`src/rtl/la_pgctrl.sv`:
```
// Power-gating sequencer for a header-switched domain: staggered segment wake-up,
// supply settle, retention restore, and the isolate/save/gate power-down sequence.
module la_pgctrl #(
    parameter int unsigned N      = 4,
    parameter int unsigned STEP   = 8,
    parameter int unsigned SETTLE = 16,
    parameter              PROP   = "DEFAULT"
) (
    input  logic         clk,
    input  logic         reset,
    input  logic         pwr_req,
    output logic [N-1:0] sleep,
    output logic         iso,
    output logic         ret,
    output logic         ready,
    output logic         busy
);

    localparam int unsigned MAXC = (STEP > SETTLE) ? STEP : SETTLE;
    localparam int unsigned CW   = $clog2(MAXC + 1);

    typedef enum logic [2:0] {
        S_OFF,
        S_WAKE,
        S_SETTLE,
        S_RESTORE,
        S_ON,
        S_ISO,
        S_SAVE
    } state_t;

    state_t         state_q, state_d;
    logic [CW-1:0]  cnt_q, cnt_d;
    logic [N-1:0]   sleep_d;
    logic           iso_d, ret_d, ready_d, busy_d;

    // Implementation-property tag only; selects no logic.
    if (PROP != "DEFAULT") begin : g_prop_custom
    end

    // Next-state and next-output logic; the sleep vector doubles as the segment
    // index since segments always wake lowest-first.
    always_comb begin
        state_d = state_q;
        cnt_d   = cnt_q;
        sleep_d = sleep;
        iso_d   = iso;
        ret_d   = ret;
        ready_d = ready;
        busy_d  = busy;
        case (state_q)
            S_OFF: begin
                sleep_d = {N{1'b1}};
                iso_d   = 1'b1;
                ready_d = 1'b0;
                busy_d  = 1'b0;
                if (pwr_req) begin
                    sleep_d = {N{1'b1}} << 1;
                    busy_d  = 1'b1;
                    cnt_d   = '0;
                    state_d = (N == 1) ? S_SETTLE : S_WAKE;
                end
            end
            S_WAKE: begin
                if (cnt_q == CW'(STEP - 1)) begin
                    cnt_d   = '0;
                    sleep_d = sleep << 1;
                    if (!sleep_d[N-1]) begin
                        state_d = S_SETTLE;
                    end
                end else begin
                    cnt_d = cnt_q + CW'(1);
                end
            end
            S_SETTLE: begin
                if (cnt_q == CW'(SETTLE - 1)) begin
                    cnt_d   = '0;
                    ret_d   = 1'b0;
                    iso_d   = 1'b1;
                    state_d = S_RESTORE;
                end else begin
                    cnt_d = cnt_q + CW'(1);
                end
            end
            S_RESTORE: begin
                iso_d   = 1'b0;
                ready_d = 1'b1;
                busy_d  = 1'b0;
                state_d = S_ON;
            end
            S_ON: begin
                if (!pwr_req) begin
                    iso_d   = 1'b1;
                    ready_d = 1'b0;
                    busy_d  = 1'b1;
                    state_d = S_ISO;
                end
            end
            S_ISO: begin
                ret_d   = 1'b1;
                state_d = S_SAVE;
            end
            S_SAVE: begin
                sleep_d = {N{1'b1}};
                busy_d  = 1'b0;
                state_d = S_OFF;
            end
            default: begin
                state_d = S_OFF;
            end
        endcase
    end

    // State and registered outputs.
    always_ff @(posedge clk) begin
        if (reset) begin
            state_q <= S_OFF;
            cnt_q   <= '0;
            sleep   <= {N{1'b1}};
            iso     <= 1'b1;
            ret     <= 1'b0;
            ready   <= 1'b0;
            busy    <= 1'b0;
        end else begin
            state_q <= state_d;
            cnt_q   <= cnt_d;
            sleep   <= sleep_d;
            iso     <= iso_d;
            ret     <= ret_d;
            ready   <= ready_d;
            busy    <= busy_d;
        end
    end

endmodule

```
`config.mk`:
```
export PLATFORM = sky130hd
export DESIGN_NAME = la_pgctrl
export DESIGN_NICKNAME = d
export VERILOG_FILES = /design/src/rtl/la_pgctrl.sv
export SDC_FILE = /design/constraint.sdc
export NUM_CORES = 1
export LEC_CHECK = 0
export CORE_ASPECT_RATIO = 1.75
export CORE_MARGIN = 2
export CORE_UTILIZATION = 25
export CTS_CLUSTER_SIZE = 12
export DETAILED_ROUTE_END_ITERATION = 6
export GPL_ROUTABILITY_DRIVEN = 1
export PLACE_DENSITY = 0.44
export SYNTH_ARGS = -nofsm -noshare
export SYNTH_HDL_FRONTEND = slang
export SYNTH_SLANG_ARGS = --single-unit
```
`constraint.sdc`:
```
create_clock -name clk -period 4.4 [get_ports clk]
set_input_delay 0.44 -clock clk [delete_from_list [all_inputs] [get_ports clk]]
set_output_delay 0.44 -clock clk [all_outputs]
set_load 0.02 [all_outputs]
```
==> impl_results.rst, run 1 <==
.. list-table::
   :header-rows: 1

   * - Metric
     - Value
   * - Power density over cell area
     - roughly 280 mW/mm2
   * - Cells along the critical path
     - nor2b_1 -> a22oi_1 -> or3_1 -> a21oi_1
   * - Sequential cell area fraction in the yosys report
     - 0.3551
   * - GRT Overall Usage
     - 0.1128
   * - Fraction of layout instances using a drive strength above 1
     - 0.06957
   * - TritonCTS clock tree
     - done
   * - Seq cells post-synth
     - 16
   * - Arrival time of the worst setup path
     - 1950 ps
   * - Number of nets still failing antenna checks after routing
     - 0
   * - Library cells used by synthesis
     - 36
   * - HPWL Detailed
     - about 1.6 mm
   * - Clock root buffer
     - sky130_fd_sc_hd__clkbuf_8
   * - Total clock buffers created by CTS
     - 3
   * - Initial Util
     - 0.2628
   * - Number of global-route vias before repair
     - between 800 and 900
   * - Clk_lat worst skew
     - approximately 250 ps
   * - First-pass GRT wire length
     - roughly 3.7 mm
   * - Startpoint-to-endpoint class of the critical path
     - reg2reg
   * - Max-cap violations
     - 0
   * - Boundary Pins
     - 11
   * - Worst-Margin Slew
     - between 600 and 700 ps
   * - Post-synthesis to final-layout area growth
     - 18.03%
   * - Final worst clock skew
     - ~2.2 ps
   * - Yosys warnings
     - 0
   * - Status
     - finished, final reports clean
   * - FFs w/ async S/R, synth
     - 0
   * - Buffer levels on the longest clock path
     - 2
   * - Dominant cell type by area after synthesis
     - sky130_fd_sc_hd__dfxtp_1
   * - Core Rows
     - 28
   * - Slew margin rel.
     - 0.5429
   * - Tightest hold margin
     - 478.6 ps
   * - Number of clock sinks
     - 16
   * - Tightest Hold Check Type
     - reg2reg
   * - Slew Viols, Final
     - 0
   * - ANT cells
     - 0
   * - Detailed Route WL
     - around 2.2 mm
   * - Count of buffers added by post-CTS timing repair for setup
     - 0
   * - Crit path max fanout
     - 22
   * - Chip Width
     - between 40 and 50 um
   * - Most area-consuming cells after synthesis
     - sky130_fd_sc_hd__dfxtp_1 (36%), sky130_fd_sc_hd__a21oi_1 (5.0%), sky130_fd_sc_hd__o21ai_0 (4.4%), sky130_fd_sc_hd__ha_1 (4.2%), sky130_fd_sc_hd__nor2_1 (4.2%)
   * - Number of enable-type register cells in the synthesized netlist
     - 0
   * - Count of port buffers added during placement
     - 10
   * - Initial antenna violation count
     - 0
   * - Period utilization
     - 0.4053
   * - Nature of the critical path startpoint
     - flop
   * - Count of unresolved DRC violations after routing
     - 0
   * - Iteration count of the initial detailed-routing pass
     - 4
   * - Core ar.
     - roughly 0.0034 mm2
   * - Number of buffers inserted by hold repair at cts
     - 0
   * - Delay contributed by the slowest stage of the critical path
     - 760 ps
   * - Total nets after synthesis
     - 115
   * - Overall die height
     - ~83 um
   * - Reg-to-reg startpoint
     - state_q[0]
   * - Leakage power summed over all cells
     - 0.4397 nW
   * - Post-route cell area
     - 0.001065 mm2
   * - Cell with the biggest individual delay on the critical path
     - sky130_fd_sc_hd__dfxtp_1
   * - Grt met3 use
     - 0.005376
   * - Clock-pin slew on the worst setup and hold paths
     - 60 ps
   * - Post-DR wirelength/cell
     - approximately 14 um
   * - Min cycle time layout
     - about 1800 ps
   * - RD Place Congestion
     - roughly 0.7
   * - DP Area
     - approximately 0.001 mm2
   * - Worst vdd ir
     - about 0.16 mV
   * - Global routing's busiest layer
     - met2
   * - Setup TNS after final layout
     - 0 ps
   * - Most frequently used flop master after synthesis
     - sky130_fd_sc_hd__dfxtp_1
   * - Area fraction of the dominant cell type after synthesis
     - 0.3551
   * - Worst Path Required
     - between 4000 and 5000 ps
   * - Number of gates resized after CTS
     - 0
   * - Placement-stage worst setup slack
     - 2540 ps
   * - Layout Nets
     - between 100 and 150
   * - Overflow after GRT
     - 0
   * - Worst hold path startpoint
     - ret
   * - Floorplan die area
     - 0.004124 mm2
   * - Max Clock Freq
     - about 0.56 GHz
   * - Cell count after synthesis
     - around 110
   * - Unrepaired setup endpoints after global routing
     - false
   * - Maximum number of pins on one net before global-route repair
     - 23
   * - Average cell area after synthesis
     - 8.276 um2
   * - Number of setup violations in the final report
     - 0
   * - Cell count of the worst reg-to-reg path
     - 4
   * - Fin worst setup slack
     - ~2600 ps
   * - Met2 GRT Util
     - 0.2138
   * - Total number of vias
     - ~800
   * - Met1 Track Usage GR
     - 0.1200
   * - H-tree depth reported by CTS
     - 1
   * - Detailed-route vias per instance
     - 5.031
   * - Hold-critical path depth
     - 2
   * - Beginning of the critical path
     - state_q[0]
   * - Hold violation count in the final report
     - 0
   * - Drt first-iter violations
     - 20
   * - Cell area after technology mapping
     - 902.1 um2
   * - Kind of end point of the critical path
     - flop
[final timing paths]
path | to | slack [ps]
setup / recovery | cnt_q[0] | 2620
hold / removal | ret | 480
setup reg to reg | cnt_q[0] | 2620
hold reg to reg | ret | 480
[cell usage after synthesis (3+ instances only)]
master                     number
sky130_fd_sc_hd__dfxtp_1       16
sky130_fd_sc_hd__nor2_1        10
sky130_fd_sc_hd__a21oi_1        9
sky130_fd_sc_hd__nand2_1        8
sky130_fd_sc_hd__o21ai_0        8
sky130_fd_sc_hd__buf_2          4
sky130_fd_sc_hd__inv_1          4
sky130_fd_sc_hd__nand2b_1       4
sky130_fd_sc_hd__nor2b_1        4
sky130_fd_sc_hd__a21o_1         3
sky130_fd_sc_hd__ha_1           3
sky130_fd_sc_hd__nand3_1        3
sky130_fd_sc_hd__or3_1          3
[registers in the layout, summed over array words and instances, names as in the netlist]
name	cells
busy	1
iso	1
ready	1
sleep	4
state_q	3
cnt_q	5
ret	1
[routing by layer]
layer  share of wire  wire, um
met5               0         0
met3           0.023        50
met1            0.41       902
met4          0.0095        21
met2            0.56      1242
[critical path: cells and delay by family, from the launching register on]
family / cells / cell delay (ps)
AOI/OAI and AO/OA: 2 / 300
and+or+nand+nor: 2 / 640
DFF: 1 / 760
[power by group]
group	leakage [nW]	switching, mW	internal [mW]
combinational	0.288	0.0144	0.0136
sequential	0.130	0.00674	0.149
clock	0.0216	0.0497	0.0607
[per-stage QoR]
| stage | total power, mW | cells | utilization |
|---|---|---|---|
| 2_1_floorplan | 0.1761 | 109 | - |
| 3_3_place_gp | 0.1862 | 157 | 0.2981 |
| 3_5_place_dp | 0.1863 | 157 | 0.2981 |
| 4_1_cts | 0.2959 | 160 | 0.3101 |
| 5_1_grt | 0.3051 | 160 | 0.3101 |
| 6_report | 0.2938 | 160 | 0.3101 |
[placed cells by master (no fill, tap or decap), drive strengths merged, types with 2 or more instances in the layout]
master / n
or2: 2
nand3: 3
a2bb2oi: 2
a21oi: 9
or3: 3
o32ai: 2
ha: 3
dfxtp: 16
a21o: 3
and3: 2
nand4: 2
nor2: 10
nor2b: 4
a22oi: 2
clkbuf: 3
clkdlybuf4s50: 10
o21ai: 8
nor3: 2
nand2b: 5
nand2: 8
inv: 4
nand4b: 2
[final cells by class]
| class | count | area (um2) |
|---|---|---|
| fillers | 408 | 2369 |
| multi-input cells | 82 | 531.8 |
| flip-flops and latches | 16 | 320.3 |
| repair buffers | 10 | 100.1 |
| well taps | 45 | 56.30 |
| clock buffers | 3 | 41.29 |
| inverters | 4 | 15.01 |
[cells by family after synthesis]
group	count (synthesis)	share of synthesized area
AND/OR/NAND/NOR	45	0.2885
multiplexers	1	0.01110
buffers and inverters	11	0.05548
flip-flops	16	0.3551
adder cells (fa/ha/maj)	3	0.04161
AO/OA/AOI/OAI	32	0.2386
XOR/XNOR	1	0.009711
Note: power is estimated with default switching activity, not from simulation.
==> run 2, diff against run 1 <==
- clock period: 4.4 -> 1.8 ns (I/O delays scaled with it)
==> run 2 against run 1 <==
Against the previous run:
- total power increased by 150%
- critical path depth increased by 1
- setup slack got worse by 2400 ps
- sequential power grew 140%
- die area is the same
- sequential cell count unchanged
==> impl_results.rst, run 2 (synthesis gave the netlist of run 1 again) <==
.. list-table::
   :header-rows: 1

   * - Metric
     - Value
   * - Cell count of the worst reg-to-reg path
     - 5 (+1)
   * - Power density over cell area
     - 647.1 mW/mm2 (+130%)
   * - Slew Viols, Final
     - 0 (unchanged)
   * - H-tree depth reported by CTS
     - 1 (unchanged)
   * - FF+latch area
     - 320.3 um2 (unchanged)
   * - Hold-critical path depth
     - 2 (unchanged)
   * - Status
     - finished, final reports clean
   * - Core Rows
     - 28 (unchanged)
   * - Overflow after GRT
     - 0 (unchanged)
   * - Total number of vias
     - 826 (+2.6%)
   * - Initial Util
     - 0.2628 (unchanged)
   * - Number of gates resized after CTS
     - 0 (unchanged)
   * - Slew margin rel.
     - 0.6228 (+0.07992)
   * - Hold violation count in the final report
     - 0 (unchanged)
   * - Number of nets still failing antenna checks after routing
     - 0 (unchanged)
   * - Buffer levels on the longest clock path
     - 2 (unchanged)
   * - Beginning of the critical path
     - cnt_q[1]
   * - Worst Path Required
     - 1970 ps (-2600 ps)
   * - Maximum number of pins on one net before global-route repair
     - 17 (-26%)
   * - First-pass GRT wire length
     - 3.829 mm (+3.9%)
   * - Arrival time of the worst setup path
     - 1790 ps (-160 ps)
   * - Cells along the critical path
     - ha_1 -> nand4b_2 -> or2_1 -> o22a_1 -> a311oi_2
   * - Top reg by flops
     - cnt_q
   * - Period utilization
     - 0.9011 (+0.4958)
   * - Unrepaired setup endpoints after global routing
     - false
   * - Overall die height
     - 83.47 um (unchanged)
   * - Clk_lat worst skew
     - 250 ps (about the same)
   * - Kind of end point of the critical path
     - flop
   * - Final worst clock skew
     - 1.549 ps (-0.6104 ps)
   * - Fin worst setup slack
     - 178.0 ps (-2439 ps)
   * - Most used cells in the layout excluding fill and tap cells
     - sky130_fd_sc_hd__dfxtp_1 (16), sky130_fd_sc_hd__nor2_1 (10), sky130_fd_sc_hd__clkdlybuf4s50_1 (10)
   * - Post-synthesis to final-layout area growth
     - 24.69%
   * - Count of port buffers added during placement
     - 10 (unchanged)
   * - Initial antenna violation count
     - 0 (unchanged)
   * - Number of buffers inserted by hold repair at cts
     - 0 (unchanged)
   * - Setup TNS after final layout
     - 0 ps (unchanged)
   * - Flop2flop setup slack
     - 180 ps (-2440 ps)
   * - Max Clock Freq
     - 0.6165 GHz (+9.9%)
   * - Number of clock sinks
     - 16 (unchanged)
   * - ANT cells
     - 0 (unchanged)
   * - Registers with the most flip-flops
     - cnt_q (5), sleep (4), state_q (3)
   * - Filler cells
     - 392 (-3.9%)
   * - Clock root buffer
     - sky130_fd_sc_hd__clkbuf_8
   * - Boundary Pins
     - 11 (unchanged)
   * - Count of buffers added by post-CTS timing repair for setup
     - 0 (unchanged)
   * - Capture point of the worst reg-to-reg path
     - state_q[0]
   * - Number of setup violations in the final report
     - 0 (unchanged)
   * - TritonCTS clock tree
     - done
   * - Area of the multi-input gates
     - 531.8 um2 (unchanged)
   * - Crit path to
     - state_q[0]
   * - Startpoint-to-endpoint class of the critical path
     - reg2reg
   * - Count of unresolved DRC violations after routing
     - 0 (unchanged)
   * - Leakage power summed over all cells
     - 0.4809 nW (+9.4%)
   * - Worst vdd ir
     - 0.3554 mV (+120%)
   * - Post-route total power
     - 0.7278 mW (+150%)
   * - Total clock buffers created by CTS
     - 3 (unchanged)
   * - Drt first-iter violations
     - 18 (-10%)
   * - Most common cell after layout, fill and taps aside
     - sky130_fd_sc_hd__dfxtp_1
   * - Reg-to-reg startpoint
     - cnt_q[1]
   * - Core ar.
     - 0.003433 mm2 (unchanged)
   * - Post-DR wirelength/cell
     - 13.21 um (-4.6%)
   * - Placement-stage worst setup slack
     - 170.3 ps (-2369 ps)
   * - GRT Overall Usage
     - 0.1191 (+0.006316)
   * - Worst-Margin Slew
     - 565.1 ps (-119.7 ps)
   * - Max FFs per register
     - 5 (unchanged)
   * - Layout Nets
     - 131 (+6.5%)
   * - Clock-pin slew on the worst setup and hold paths
     - 60 ps (about the same)
   * - Max-cap violations
     - 0 (unchanged)
   * - Delay contributed by the slowest stage of the critical path
     - 430 ps (-330 ps)
   * - Min cycle time layout
     - 1622 ps (-161.2 ps)
   * - Cell with the biggest individual delay on the critical path
     - sky130_fd_sc_hd__dfxtp_1
   * - Crit path max fanout
     - 6 (-73%)
   * - Worst hold path startpoint
     - ret
   * - RD Place Congestion
     - 0.7638 (+6.2%)
   * - Floorplan die area
     - 0.004124 mm2 (unchanged)
   * - Chip Width
     - 49.41 um (unchanged)
   * - Detailed-route vias per instance
     - 4.917 (-2.3%)
   * - Iteration count of the initial detailed-routing pass
     - 4 (unchanged)
   * - Fraction of layout instances using a drive strength above 1
     - 0.1301 (+0.06052)
   * - Tightest Hold Check Type
     - reg2reg
   * - HPWL Detailed
     - 1.694 mm (+4.7%)
   * - Number of global-route vias before repair
     - 835 (+3.1%)
   * - Nature of the critical path startpoint
     - flop
   * - Detailed Route WL
     - 2.219 mm (+0.14%)
## run 2: changes by cell type in the layout (fill, tap and decap cells not counted)
| cell | previous run | this run |
|---|---|---|
| sky130_fd_sc_hd__buf_4 | 0 | 8 |
## run 2: layer usage
metal	track usage	up-vias	routed length (um)
met3	0.01792	5	62
met2	0.2150	13	1189
li1	-	423	-
met5	0	-	0
met1	0.1271	385	913
met4	0.06818	0	55
## run 2: cell type report
cell class                 instances  area share
timing repair buffer              18      0.1424
sequential                        16      0.2848
inverter                           4     0.01335
tap                               45     0.05006
multi-input combinational         82      0.4727
clock buffer                       3     0.03671
## run 2: worst min path at each step
stage | slack, ps | to
final | 470 | ret
after global placement | 460 | ready
after CTS | 480 | ret
after floorplan | 280 | sleep[1]
after global routing | 500 | ready
after detailed placement | 470 | ret
## run 2: critical path, delay by kind of cell, from the launching register on
kind                     cells  cell delay [ps]
AO/OA/AOI/OAI                2              450
adder cells (fa/ha/maj)      1              220
flip-flops                   1              430
AND/OR/NAND/NOR              2              430
## run 2: through the flow
| stage | area [um2] | cells | hold WS, ps | util |
|---|---|---|---|---|
| floorplan | 902.1 | 109 | 281.5 | - |
| global placement | 1084 | 165 | 455.8 | 0.3156 |
| detailed placement | 1084 | 165 | 466.7 | 0.3156 |
| CTS | 1125 | 168 | 476.7 | 0.3276 |
| global route | 1125 | 168 | 500.7 | 0.3276 |
| finish | 1125 | 168 | 474.1 | 0.3276 |
## run 2: where the power goes
group	switching (mW)	leakage [nW]	internal [mW]
sequential	0.0116	0.130	0.363
clock	0.123	0.0216	0.149
combinational	0.0409	0.329	0.0403
==> run 3, diff against run 2 <==
- SKIP_CTS_REPAIR_TIMING: default -> 1
- clock period: 1.8 -> 1.91 ns (I/O delays scaled with it)
==> run 3 against run 2 <==
Against the previous run:
- die area unchanged
- total power decreased by 6.3%
- non-clock buffer count decreased by 1
- via count decreased by 2.4%
- setup slack improved by 85 ps
- sequential cell count unchanged
- global-route usage about the same
- final cell count decreased by 0.60%
- sequential share of layout area increased by 0.19 points
- critical path type unchanged
==> impl_results.rst, run 3 (synthesis gave the netlist of run 1 again) <==
.. list-table::
   :header-rows: 1

   * - Metric
     - Value
   * - Maximum number of pins on one net before global-route repair
     - 17 (unchanged)
   * - Post-route total power
     - 0.6823 mW (-6.3%)
   * - Beginning of the critical path
     - cnt_q[1]
   * - Registers with the most flip-flops
     - cnt_q (5), sleep (4), state_q (3)
   * - Clk_lat worst skew
     - 250 ps (about the same)
   * - Detailed Route WL
     - 2.216 mm (-0.14%)
   * - Total clock buffers created by CTS
     - 3 (unchanged)
   * - Drt first-iter violations
     - 23 (+5)
   * - Max Clock Freq
     - 0.6073 GHz (-1.5%)
   * - Overall die height
     - 83.47 um (unchanged)
   * - Post-DR wirelength/cell
     - 13.27 um (+0.46%)
   * - Overflow after GRT
     - 0 (unchanged)
   * - GRT Overall Usage
     - 0.1188 (-0.0003210)
   * - Min cycle time layout
     - 1647 ps (+24.76 ps)
   * - Count of unresolved DRC violations after routing
     - 0 (unchanged)
   * - Delay contributed by the slowest stage of the critical path
     - 430 ps (about the same)
   * - Period utilization
     - 0.8622 (-0.03893)
   * - Number of nets still failing antenna checks after routing
     - 0 (unchanged)
   * - TritonCTS clock tree
     - done
   * - Iteration count of the initial detailed-routing pass
     - 4 (unchanged)
   * - Arrival time of the worst setup path
     - 1810 ps (+20 ps)
   * - Slew margin rel.
     - 0.6253 (+0.002562)
   * - Max-cap violations
     - 0 (unchanged)
   * - Worst-Margin Slew
     - 561.2 ps (-3.838 ps)
   * - Fraction of layout instances using a drive strength above 1
     - 0.1230 (-0.007130)
   * - First-pass GRT wire length
     - 3.912 mm (+2.2%)
   * - Chip Width
     - 49.41 um (unchanged)
   * - Clock root buffer
     - sky130_fd_sc_hd__clkbuf_8
   * - Worst hold path startpoint
     - ready
   * - Nature of the critical path startpoint
     - flop
   * - Number of setup violations in the final report
     - 0 (unchanged)
   * - Tightest Hold Check Type
     - reg2reg
   * - Total number of vias
     - 806 (-2.4%)
   * - Clock-pin slew on the worst setup and hold paths
     - 60 ps (about the same)
   * - Initial antenna violation count
     - 0 (unchanged)
   * - Boundary Pins
     - 11 (unchanged)
   * - RD Place Congestion
     - 0.7684 (+0.60%)
   * - Unrepaired setup endpoints after global routing
     - false
   * - Top reg by flops
     - cnt_q
   * - Most used cells in the layout excluding fill and tap cells
     - sky130_fd_sc_hd__dfxtp_1 (16), sky130_fd_sc_hd__nor2_1 (10), sky130_fd_sc_hd__clkdlybuf4s50_1 (10)
   * - Number of clock sinks
     - 16 (unchanged)
   * - Cell total after placement
     - 164 (-0.61%)
   * - Status
     - finished, final reports clean
   * - Cells along the critical path
     - ha_1 -> nand4b_2 -> or2_1 -> o22a_1 -> a311oi_2
   * - Startpoint-to-endpoint class of the critical path
     - reg2reg
   * - Worst Path Required
     - 2070 ps (+100 ps)
   * - Count of port buffers added during placement
     - 10 (unchanged)
   * - Most common cell after layout, fill and taps aside
     - sky130_fd_sc_hd__dfxtp_1
   * - Leakage power summed over all cells
     - 0.4755 nW (-1.1%)
   * - Power density over cell area
     - 610.6 mW/mm2 (-5.6%)
   * - Final standard cell utilization of the core
     - 0.3254 (-0.002187)
   * - Kind of end point of the critical path
     - flop
   * - Core ar.
     - 0.003433 mm2 (unchanged)
   * - HPWL Detailed
     - 1.689 mm (-0.31%)
   * - Number of global-route vias before repair
     - 869 (+4.1%)
   * - Post-synthesis to final-layout area growth
     - 23.86%
   * - Floorplan die area
     - 0.004124 mm2 (unchanged)
   * - Slew Viols, Final
     - 0 (unchanged)
   * - Layout Nets
     - 130 (-0.76%)
   * - Core Rows
     - 28 (unchanged)
   * - DP Area
     - 0.001076 mm2 (-0.69%)
   * - H-tree depth reported by CTS
     - 1 (unchanged)
   * - Worst vdd ir
     - 0.3316 mV (-6.7%)
   * - Final worst clock skew
     - 0.6578 ps (-0.8916 ps)
   * - Reg-to-reg startpoint
     - cnt_q[1]
   * - Max FFs per register
     - 5 (unchanged)
   * - Cell with the biggest individual delay on the critical path
     - sky130_fd_sc_hd__dfxtp_1
   * - Setup TNS after final layout
     - 0 ps (unchanged)
   * - Buffer levels on the longest clock path
     - 2 (unchanged)
   * - Post-route cell area
     - 0.001117 mm2 (-0.67%)
   * - Crit path max fanout
     - 6 (unchanged)
   * - Detailed-route vias per instance
     - 4.826 (-1.8%)
   * - Final non-filler cell total
     - 167 (-0.60%)
   * - Hold violation count in the final report
     - 0 (unchanged)
   * - ANT cells
     - 0 (unchanged)
   * - Initial Util
     - 0.2628 (unchanged)
run 3: changes by cell type in the layout (fill, tap and decap cells not counted):
cell                    before  now
sky130_fd_sc_hd__buf_4       8    7
run 3: where the power goes:
group          total, mW  switching, mW  internal, mW
Combinational     0.0772         0.0391        0.0381
Sequential         0.353         0.0106         0.342
Clock              0.252          0.113         0.140
Total              0.682          0.162         0.520
run 3: layout make-up:
cell class | instances | area [um2]
Timing Repair Buffer | 17 | 152.6
Clock buffer | 3 | 41.29
Inverter | 4 | 15.01
Tap cell | 45 | 56.30
Sequential cell | 16 | 320.3
Fill cell | 397 | 2316
Multi-Input combinational cell | 82 | 531.8
run 3: worst paths after layout:
| kind | endpoint | slack (ps) | depth (start not counted) |
|---|---|---|---|
| setup reg to reg | state_q[0] | 260 | 5 |
| setup / recovery | state_q[0] | 260 | 5 |
| hold / removal | ready | 470 | 2 |
| hold reg to reg | ready | 470 | 2 |
run 3: metrics by stage:
stage	hold slack, ps	worst slack, ps
2_1_floorplan	292.5	475.1
3_3_place_gp	455.4	287.2
3_5_place_dp	466.1	292.8
4_1_cts	475.8	263.3
5_1_grt	499.9	157.2
6_report	470.9	263.3
run 3: routing by layer:
layer,up-vias,GRT usage,share of wire
met5,-,0,0
met4,0,0.05808,0.011
met3,2,0.01792,0.021
met2,12,0.2162,0.55
met1,372,0.1294,0.42
li1,420,-,-
run 3: critical path: cells and delay by family (launching register included):
kind | cells | cell delay, ps
AO/OA/AOI/OAI | 2 | 450
AND/OR/NAND/NOR | 2 | 450
flip-flops | 1 | 430
adder cells (fa/ha/maj) | 1 | 230
